**src/rtl/inst_queue_pkg.sv**
```systemverilog
// inst_queue_pkg: shared widths, depth defaults and enable levels for the instruction queue.
package inst_queue_pkg;
  localparam int INSTRUCTION_WIDTH = 32;
  localparam int ADDRESS_WIDTH = 32;
  localparam int INSTQUEUE_DEPTH = 16;
  localparam int INSTQUEUE_ADDR_W = 4;
  localparam logic ENABLE = 1'b1;
  localparam logic DISABLE = 1'b0;
endpackage

```
**src/rtl/inst_queue.sv**
```systemverilog
// inst_queue: circular fetch-to-decode instruction buffer with flush and registered decoder handoff.
// Optional sticky overflow flag when INSTQUEUE_OVERFLOW_CHK_EN is defined.
module inst_queue
  import inst_queue_pkg::*;
#(
  parameter int DEPTH = INSTQUEUE_DEPTH,
  parameter int ADDR_W = INSTQUEUE_ADDR_W
) (
  input  logic                         clk_in,
  input  logic                         rst_in,
  input  logic                         rdy_in,
  input  logic                         ifetch_inst_en_in,
  input  logic [INSTRUCTION_WIDTH-1:0] ifetch_inst_in,
  input  logic [ADDRESS_WIDTH-1:0]     ifetch_pc_in,
  output logic                         ifetch_rdy_out,
  input  logic                         decoder_rdy_in,
  output logic                         decoder_en_out,
  output logic [INSTRUCTION_WIDTH-1:0] decoder_inst_out,
  output logic [ADDRESS_WIDTH-1:0]     decoder_pc_out,
  input  logic                         rob_en_in
`ifdef INSTQUEUE_OVERFLOW_CHK_EN
  , output logic                       overflow_err_out
`endif
);
  localparam logic [ADDR_W:0] FULL = (ADDR_W+1)'(DEPTH);
  localparam logic [ADDR_W:0] NEAR_FULL = (ADDR_W+1)'(DEPTH-2);
  logic [INSTRUCTION_WIDTH-1:0] inst_mem [DEPTH];
  logic [ADDRESS_WIDTH-1:0]     pc_mem   [DEPTH];
  logic [ADDR_W-1:0] head_q, head_d, tail_q, tail_d;
  logic [ADDR_W:0]   count_q, count_d;
  logic              en_q, en_d;
  logic [INSTRUCTION_WIDTH-1:0] inst_q, inst_d;
  logic [ADDRESS_WIDTH-1:0]     pc_q, pc_d;
  logic run, flush, do_push, do_pop;
  always_comb begin
    run = rdy_in && !rob_en_in;
    flush = rdy_in && rob_en_in;
    do_push = run && ifetch_inst_en_in && (count_q != FULL);
    do_pop = run && decoder_rdy_in && (count_q != '0);
    head_d = flush ? '0 : head_q + {{(ADDR_W-1){1'b0}}, do_pop};
    tail_d = flush ? '0 : tail_q + {{(ADDR_W-1){1'b0}}, do_push};
    count_d = flush ? '0 : count_q + {{ADDR_W{1'b0}}, do_push} - {{ADDR_W{1'b0}}, do_pop};
    en_d = do_pop ? ENABLE : DISABLE;
    inst_d = do_pop ? inst_mem[head_q] : inst_q;
    pc_d = do_pop ? pc_mem[head_q] : pc_q;
  end
  always_ff @(posedge clk_in) begin
    if (rst_in) begin
      head_q <= '0;
      tail_q <= '0;
      count_q <= '0;
      en_q <= DISABLE;
      inst_q <= '0;
      pc_q <= '0;
    end else begin
      head_q <= head_d;
      tail_q <= tail_d;
      count_q <= count_d;
      en_q <= en_d;
      inst_q <= inst_d;
      pc_q <= pc_d;
    end
  end
  // storage array is deliberately left out of reset
  always_ff @(posedge clk_in) begin
    if (!rst_in && do_push) begin
      inst_mem[tail_q] <= ifetch_inst_in;
      pc_mem[tail_q] <= ifetch_pc_in;
    end
  end
  assign ifetch_rdy_out = count_q <= NEAR_FULL;
  assign decoder_en_out = en_q;
  assign decoder_inst_out = inst_q;
  assign decoder_pc_out = pc_q;
`ifdef INSTQUEUE_OVERFLOW_CHK_EN
  logic ovf_q, ovf_d;
  always_comb ovf_d = ovf_q | (run && ifetch_inst_en_in && (count_q == FULL));
  always_ff @(posedge clk_in) begin
    if (rst_in) ovf_q <= 1'b0;
    else ovf_q <= ovf_d;
  end
  assign overflow_err_out = ovf_q;
`endif
endmodule

```
**config.mk**
```make
export PLATFORM = sky130hd
export DESIGN_NAME = inst_queue
export DESIGN_NICKNAME = d
export VERILOG_FILES = /design/src/rtl/inst_queue_pkg.sv /design/src/rtl/inst_queue.sv
export SDC_FILE = /design/constraint.sdc
export NUM_CORES = 1
export LEC_CHECK = 0
export BUFFER_PORTS_ARGS = -buffer_cell sky130_fd_sc_hd__clkbuf_2
export CAP_MARGIN = 20
export CORE_MARGIN = 2
export CORE_UTILIZATION = 40
export CTS_CLUSTER_SIZE = 24
export DETAILED_ROUTE_END_ITERATION = 6
export GPL_ROUTABILITY_DRIVEN = 0
export PLACE_DENSITY = 0.59
export SYNTH_ARGS = -nofsm -noshare
export SYNTH_HDL_FRONTEND = slang
export SYNTH_SLANG_ARGS = --single-unit
export TNS_END_PERCENT = 20
```
**constraint.sdc**
```tcl
create_clock -name clk_in -period 7.1 [get_ports clk_in]
set_input_delay 0.355 -clock clk_in [delete_from_list [all_inputs] [get_ports clk_in]]
set_output_delay 0.355 -clock clk_in [all_outputs]
set_load 0.05 [all_outputs]
```
## Yosys cells after proc, flatten, opt, wreduce, memory -nomap -nowiden

Memory sizes are Yosys's and may differ from the RTL's. A register that Yosys moved wholly into a read port is not among the register bits.
Cells that the tools add are included.

| word-level totals | value |
|---|---|
| register bits | 14 |
| latch bits | 0 |
| bits in writable memories | 1024 |
| ROM bits | 0 |
| input bits | 70 |
| output and inout port bits | 66 |
| logic and storage cells | 26 |
| memories kept | 2 |

| operators by class | value |
|---|---|
| add/sub/neg operators | 4 |
| multipliers | 0 |
| div/mod/pow operators | 0 |
| $lt $le $gt $ge | 1 |
| equality and inequality tests | 1 |
| shifts and indexed selects | 0 |
| multiplexer cells | 3 |
| bitwise operators | 0 |
| reduce and logical (&&, ||, !) cells | 11 |

Memory list:

| memory | words | width | rd ports | clocked after Yosys merged registers in | write ports | line | RTL |
|---|---|---|---|---|---|---|---|
| inst_mem | 16 | 32 | 1 | 1 | 1 | inst_queue.sv:27 | `logic [INSTRUCTION_WIDTH-1:0] inst_mem [DEPTH];` |
| pc_mem | 16 | 32 | 1 | 1 | 1 | inst_queue.sv:28 | `logic [ADDRESS_WIDTH-1:0] pc_mem [DEPTH];` |

Operators with widths:

| kind | number |
|---|---|
| $add 4x1->4 | 2 |
| $logic_and 1x1->1 | 7 |
| $add 5x1->5 | 1 |
| $le 5x4->1 const B | 1 |
| $ne 5x5->1 const B | 1 |
| $reduce_bool 5->1 | 1 |
| $sub 5x1->5 | 1 |
| $mux 1 | 3 |
| $logic_not 1->1 | 2 |
| $reduce_or 2->1 | 1 |

## Logic depth before layout (Yosys ltp)

| depth | value |
|---|---|
| depth in word-level cells | 7 |
| gate-level depth with buffers | 12 |
| mapped depth without buffers | 12 |

## Worst setup path before layout

Ideal clock, no wire load.

| timing path | value |
|---|---|
| path type | reg-to-reg |
| start | register count_q[2] |
| end | memory inst_mem[0][0] (enable) |
| setup time | 0.564 ns |
| arrival time | 5.736 ns |
| data required time | 6.536 ns |
| path slack | 0.799 ns |
| stages on the path, launching flop included | 7 |
| buffers on the path | 0 |
| period minus slack after synthesis | 6.301 ns |
| cell sequence | dfxtp_1 -> inv_1 -> ha_1 -> nand4bb_1 -> nand2_1 -> or4_1 -> nor3_1 |

| on the way | value |
|---|---|
| longest elaborated chain between the ends | 5 |

Ends and longest elaborated chain:

| item | line | RTL |
|---|---|---|
| start, declared | inst_queue.sv:30 | `logic [ADDR_W:0] count_q, count_d;` |
| start signal, assigned | inst_queue.sv:58 | `count_q <= count_d;` |
| $ne 5x5->1 | inst_queue.sv:38 | `do_push = run && ifetch_inst_en_in && (count_q != FULL);` |
| $logic_and 1x1->1 | inst_queue.sv:38 |  |
| $logic_and 1x1->1 | inst_queue.sv:66 | `if (!rst_in && do_push) begin` |
| $mux 1 | inst_queue.sv:66 |  |
| $mux 1 (implied by the code) | inst_queue.sv:67 | `inst_mem[tail_q] <= ifetch_inst_in;` |
| end, declared | inst_queue.sv:27 |  |

No other way between the ends.

## Worst setup path after layout

| timing path | value |
|---|---|
| start | register count_q[2] |
| end | memory inst_mem[11][16] (enable) |

The elaborated chain is that of the path after synthesis.

==> results.json <==
{
  "status": "finished, final reports clean",
  "clock_path_buffers": 3,
  "ff2ff_path_depth": 7,
  "hpwl_mm": 46.6,
  "critPathCaptureType": "flip-flop",
  "grt-ovfl-total": 0,
  "clkSlewWorstSetupHoldPaths_ns": 0.06,
  "slowest_stage": "buf_4",
  "r2r-end": "inst_mem[11][16]",
  "p_leak_nw": 15.1,
  "hold-worst-slack_ns": 0.0802,
  "powerDensity_mw_per_mm2": 283,
  "final_layout_size_suffix_gt1_share_pct": 28.7,
  "synthTopCellsByCount": "edfxtp_1 (1024), mux4_2 (256), nor2_1 (150), mux2i_1 (128), dfxtp_1 (78)",
  "yosysTopAreaCellShare_pct": 73.9,
  "fin_tns_setup_ns": 0,
  "path_buf_inv": 2,
  "fin_crit_sh_pct": 51.1,
  "ys_seq_elements": 1102,
  "synth_most_common_cell": "edfxtp_1",
  "avgSynthCellArea_um2": 22.3,
  "dieArea_mm2": 0.107,
  "yosys.area.top_type": "edfxtp_1",
  "crit_arrival_ns": 3.93,
  "start_util_pct": 40.3,
  "cts_tree": "yes",
  "critPathRequiredTime_ns": 7.40,
  "routed-via-count": 18826,
  "cp-startpoint": "count_q[2]",
  "totalWireLength_mm": 88.8,
  "drt-initial-drc-count": 1494,
  "numCtsBuffers": 110,
  "hold_path_class": "in -> reg",
  "totalPowerFinal_w": 0.0135,
  "finalClockSkew_ns": 0.0392,
  "worstSetupPathType": "reg -> reg",
  "numPortBuffers": 135,
  "worstPathMaxFanout": 44,
  "synth_edf_count": 1024,
  "grt.total_usage_pct": 16.8,
  "rrSetupSlack_ns": 3.47,
  "maxSlewViolCount": 0,
  "first_global_vias": 20466,
  "clock_latency_ns": 0.69,
  "fmax_mhz": 276,
  "synth.distinct_cells": 36,
  "design.core.area_mm2": 0.103,
  "yosys_warnings": 0,
  "cp_slowest_stage_delay_ns": 0.82,
  "synth.area.top_cells": "edfxtp_1 (74%), mux4_2 (14%), dfxtp_1 (3.8%)",
  "boundaryPins": 136,
  "worst_slew_pin_slew_ns": 1.06,
  "antenna_found_initial": 7,
  "drt-pass1-iter-count": 5,
  "synth-async-reset-ratio_pct": 0,
  "synthCells": 1863,
  "place_area_mm2": 0.0439,
  "setup_viol": 0,
  "avgViaCountPerCell": 5.32,
  "synth_nets": 1945,
  "worst_setup_path_start_kind": "flip-flop",
  "grt_pass1_wl_mm": 133,
  "critical_path_depth": 7,
  "ant_nets": 0,
  "maxCapViolations": 0,
  "crit_end": "inst_mem[11][16]",
  "root_buffer": "clkbuf_16",
  "wl_per_cell_um": 25.1,
  "peakVddDrop_v": 0.000201,
  "crit_family": "simple AND/OR/NAND/NOR gates",
  "slew_headroom_pct": 29.0,
  "cts_sinks": 1102,
  "row_count": 118,
  "htree_levels": 3,
  "rsz0062_at_grt": "false",
  "grt_max_degree": 141,
  "fin_nets": 2137,
  "die_h_um": 326,
  "drc": 0,
  "crit_chain": "inv_1 > ha_1 > nand4bb_1 > nor3b_1 > nand3_1 > nor2_4 > buf_4",
  "hold_viol_final": 0,
  "post_cts_buffers": 0,
  "post-route-min-period_ns": 3.63,
  "syn-cell-area_mm2": 0.0416,
  "yosysSeqAreaShare_pct": 77.7,
  "die_width_um": 326,
  "rr_startpoint": "count_q[2]",
  "fin_area_mm2": 0.0476,
  "synthFlopType": "edfxtp_1",
  "synthToLayoutAreaGrowth_pct": 14.4
}
## where the power goes
part           total, W  switching, W  leakage [nW]  internal [W]
registers       0.00717     0.0000349          9.84       0.00713
logic          0.000542      0.000357          3.46      0.000185
clock network   0.00577       0.00243          1.78       0.00334
## worst min-delay path by stage
stage                               to  depth (start not counted)                from  slack, ns
floorplan               inst_mem[0][0]                          0   ifetch_inst_in[0]       0.45
global placement    decoder_pc_out[11]                          1  decoder_pc_out[11]       0.44
detailed placement  decoder_pc_out[27]                          1  decoder_pc_out[27]       0.45
CTS                      pc_mem[2][27]                          1    ifetch_pc_in[27]       0.03
global route          inst_mem[11][29]                          1  ifetch_inst_in[29]       0.08
finish                   pc_mem[7][25]                          1    ifetch_pc_in[25]       0.08
## metal layers
metal / GRT usage (%) / vias to the layer above / part of all wire, %
met5: 0 / - / 0.047
met4: 4.50 / 6 / 2.1
met3: 2.88 / 122 / 4.0
met2: 28.8 / 378 / 51
met1: 22.1 / 10180 / 43
li1: - / 8140 / -
## cells by family after synthesis
kind of cell	Yosys count	synth area share, %
flip-flops	1102	77.7
XOR/XNOR	9	0.190
buffers and inverters	99	1.44
adder cells (fa/ha/maj)	12	0.379
AND/OR/NAND/NOR	185	1.91
AO/OA/AOI/OAI	72	1.46
multiplexers	384	16.9
## layout by cell type, fill, tap and decap left out, types with 3 or more instances in the layout
cell and instances:
edfxtp_1 1024, inv_16 3, buf_4 31, diode_2 3, ha_1 11, a21oi_1 3
mux4_2 256, buf_12 7, clkbuf_1 32, a211o_1 63, inv_6 3, mux2i_1 128
dfxtp_4 3, nand3b_1 5, nand2b_1 3, a21o_1 3, nor2_4 13, clkinvlp_4 5
clkbuf_2 135, inv_1 5, nor3_2 4, and2_1 6, nand3_1 3, clkinv_1 11
clkbuf_16 110, xnor2_1 8, nand2_1 4, clkbuf_8 16, clkinv_2 19, nor2_1 138
dfxtp_1 75, bufinv_16 8
## registers in the layout, indices dropped and copies added, names as in the netlist
register,flops
head_q,4
decoder_pc_out,32
decoder_en_out,1
tail_q,4
count_q,5
decoder_inst_out,32
pc_mem,512
inst_mem,512
## per-stage QoR
step	setup WS, ns	util (%)	cells
after floorplan	0.799	-	1863
after global routing	3.23	46.1	3536
after global placement	3.36	42.5	3322
final	3.47	46.1	3536
after CTS	3.40	46.1	3533
after detailed placement	3.28	42.5	3322
## final cells by class
cell class	count	area (um^2)
fill	8686	55700
antenna	3	7.51
multi-input combinational	662	8810
inverter	5	18.8
clock buffer	158	3090
sequential	1102	32300
clock inverter	52	563
tap	1380	1730
timing repair buffer	174	1060
## repair_timing
| item | in CTS | in global routing |
|---|---|---|
| hold endpoints to repair | 1 | 0 |
| gates resized for setup | 0 | 0 |
| hold buffers | 1 | 0 |
Power figures use the tool's default switching activity.
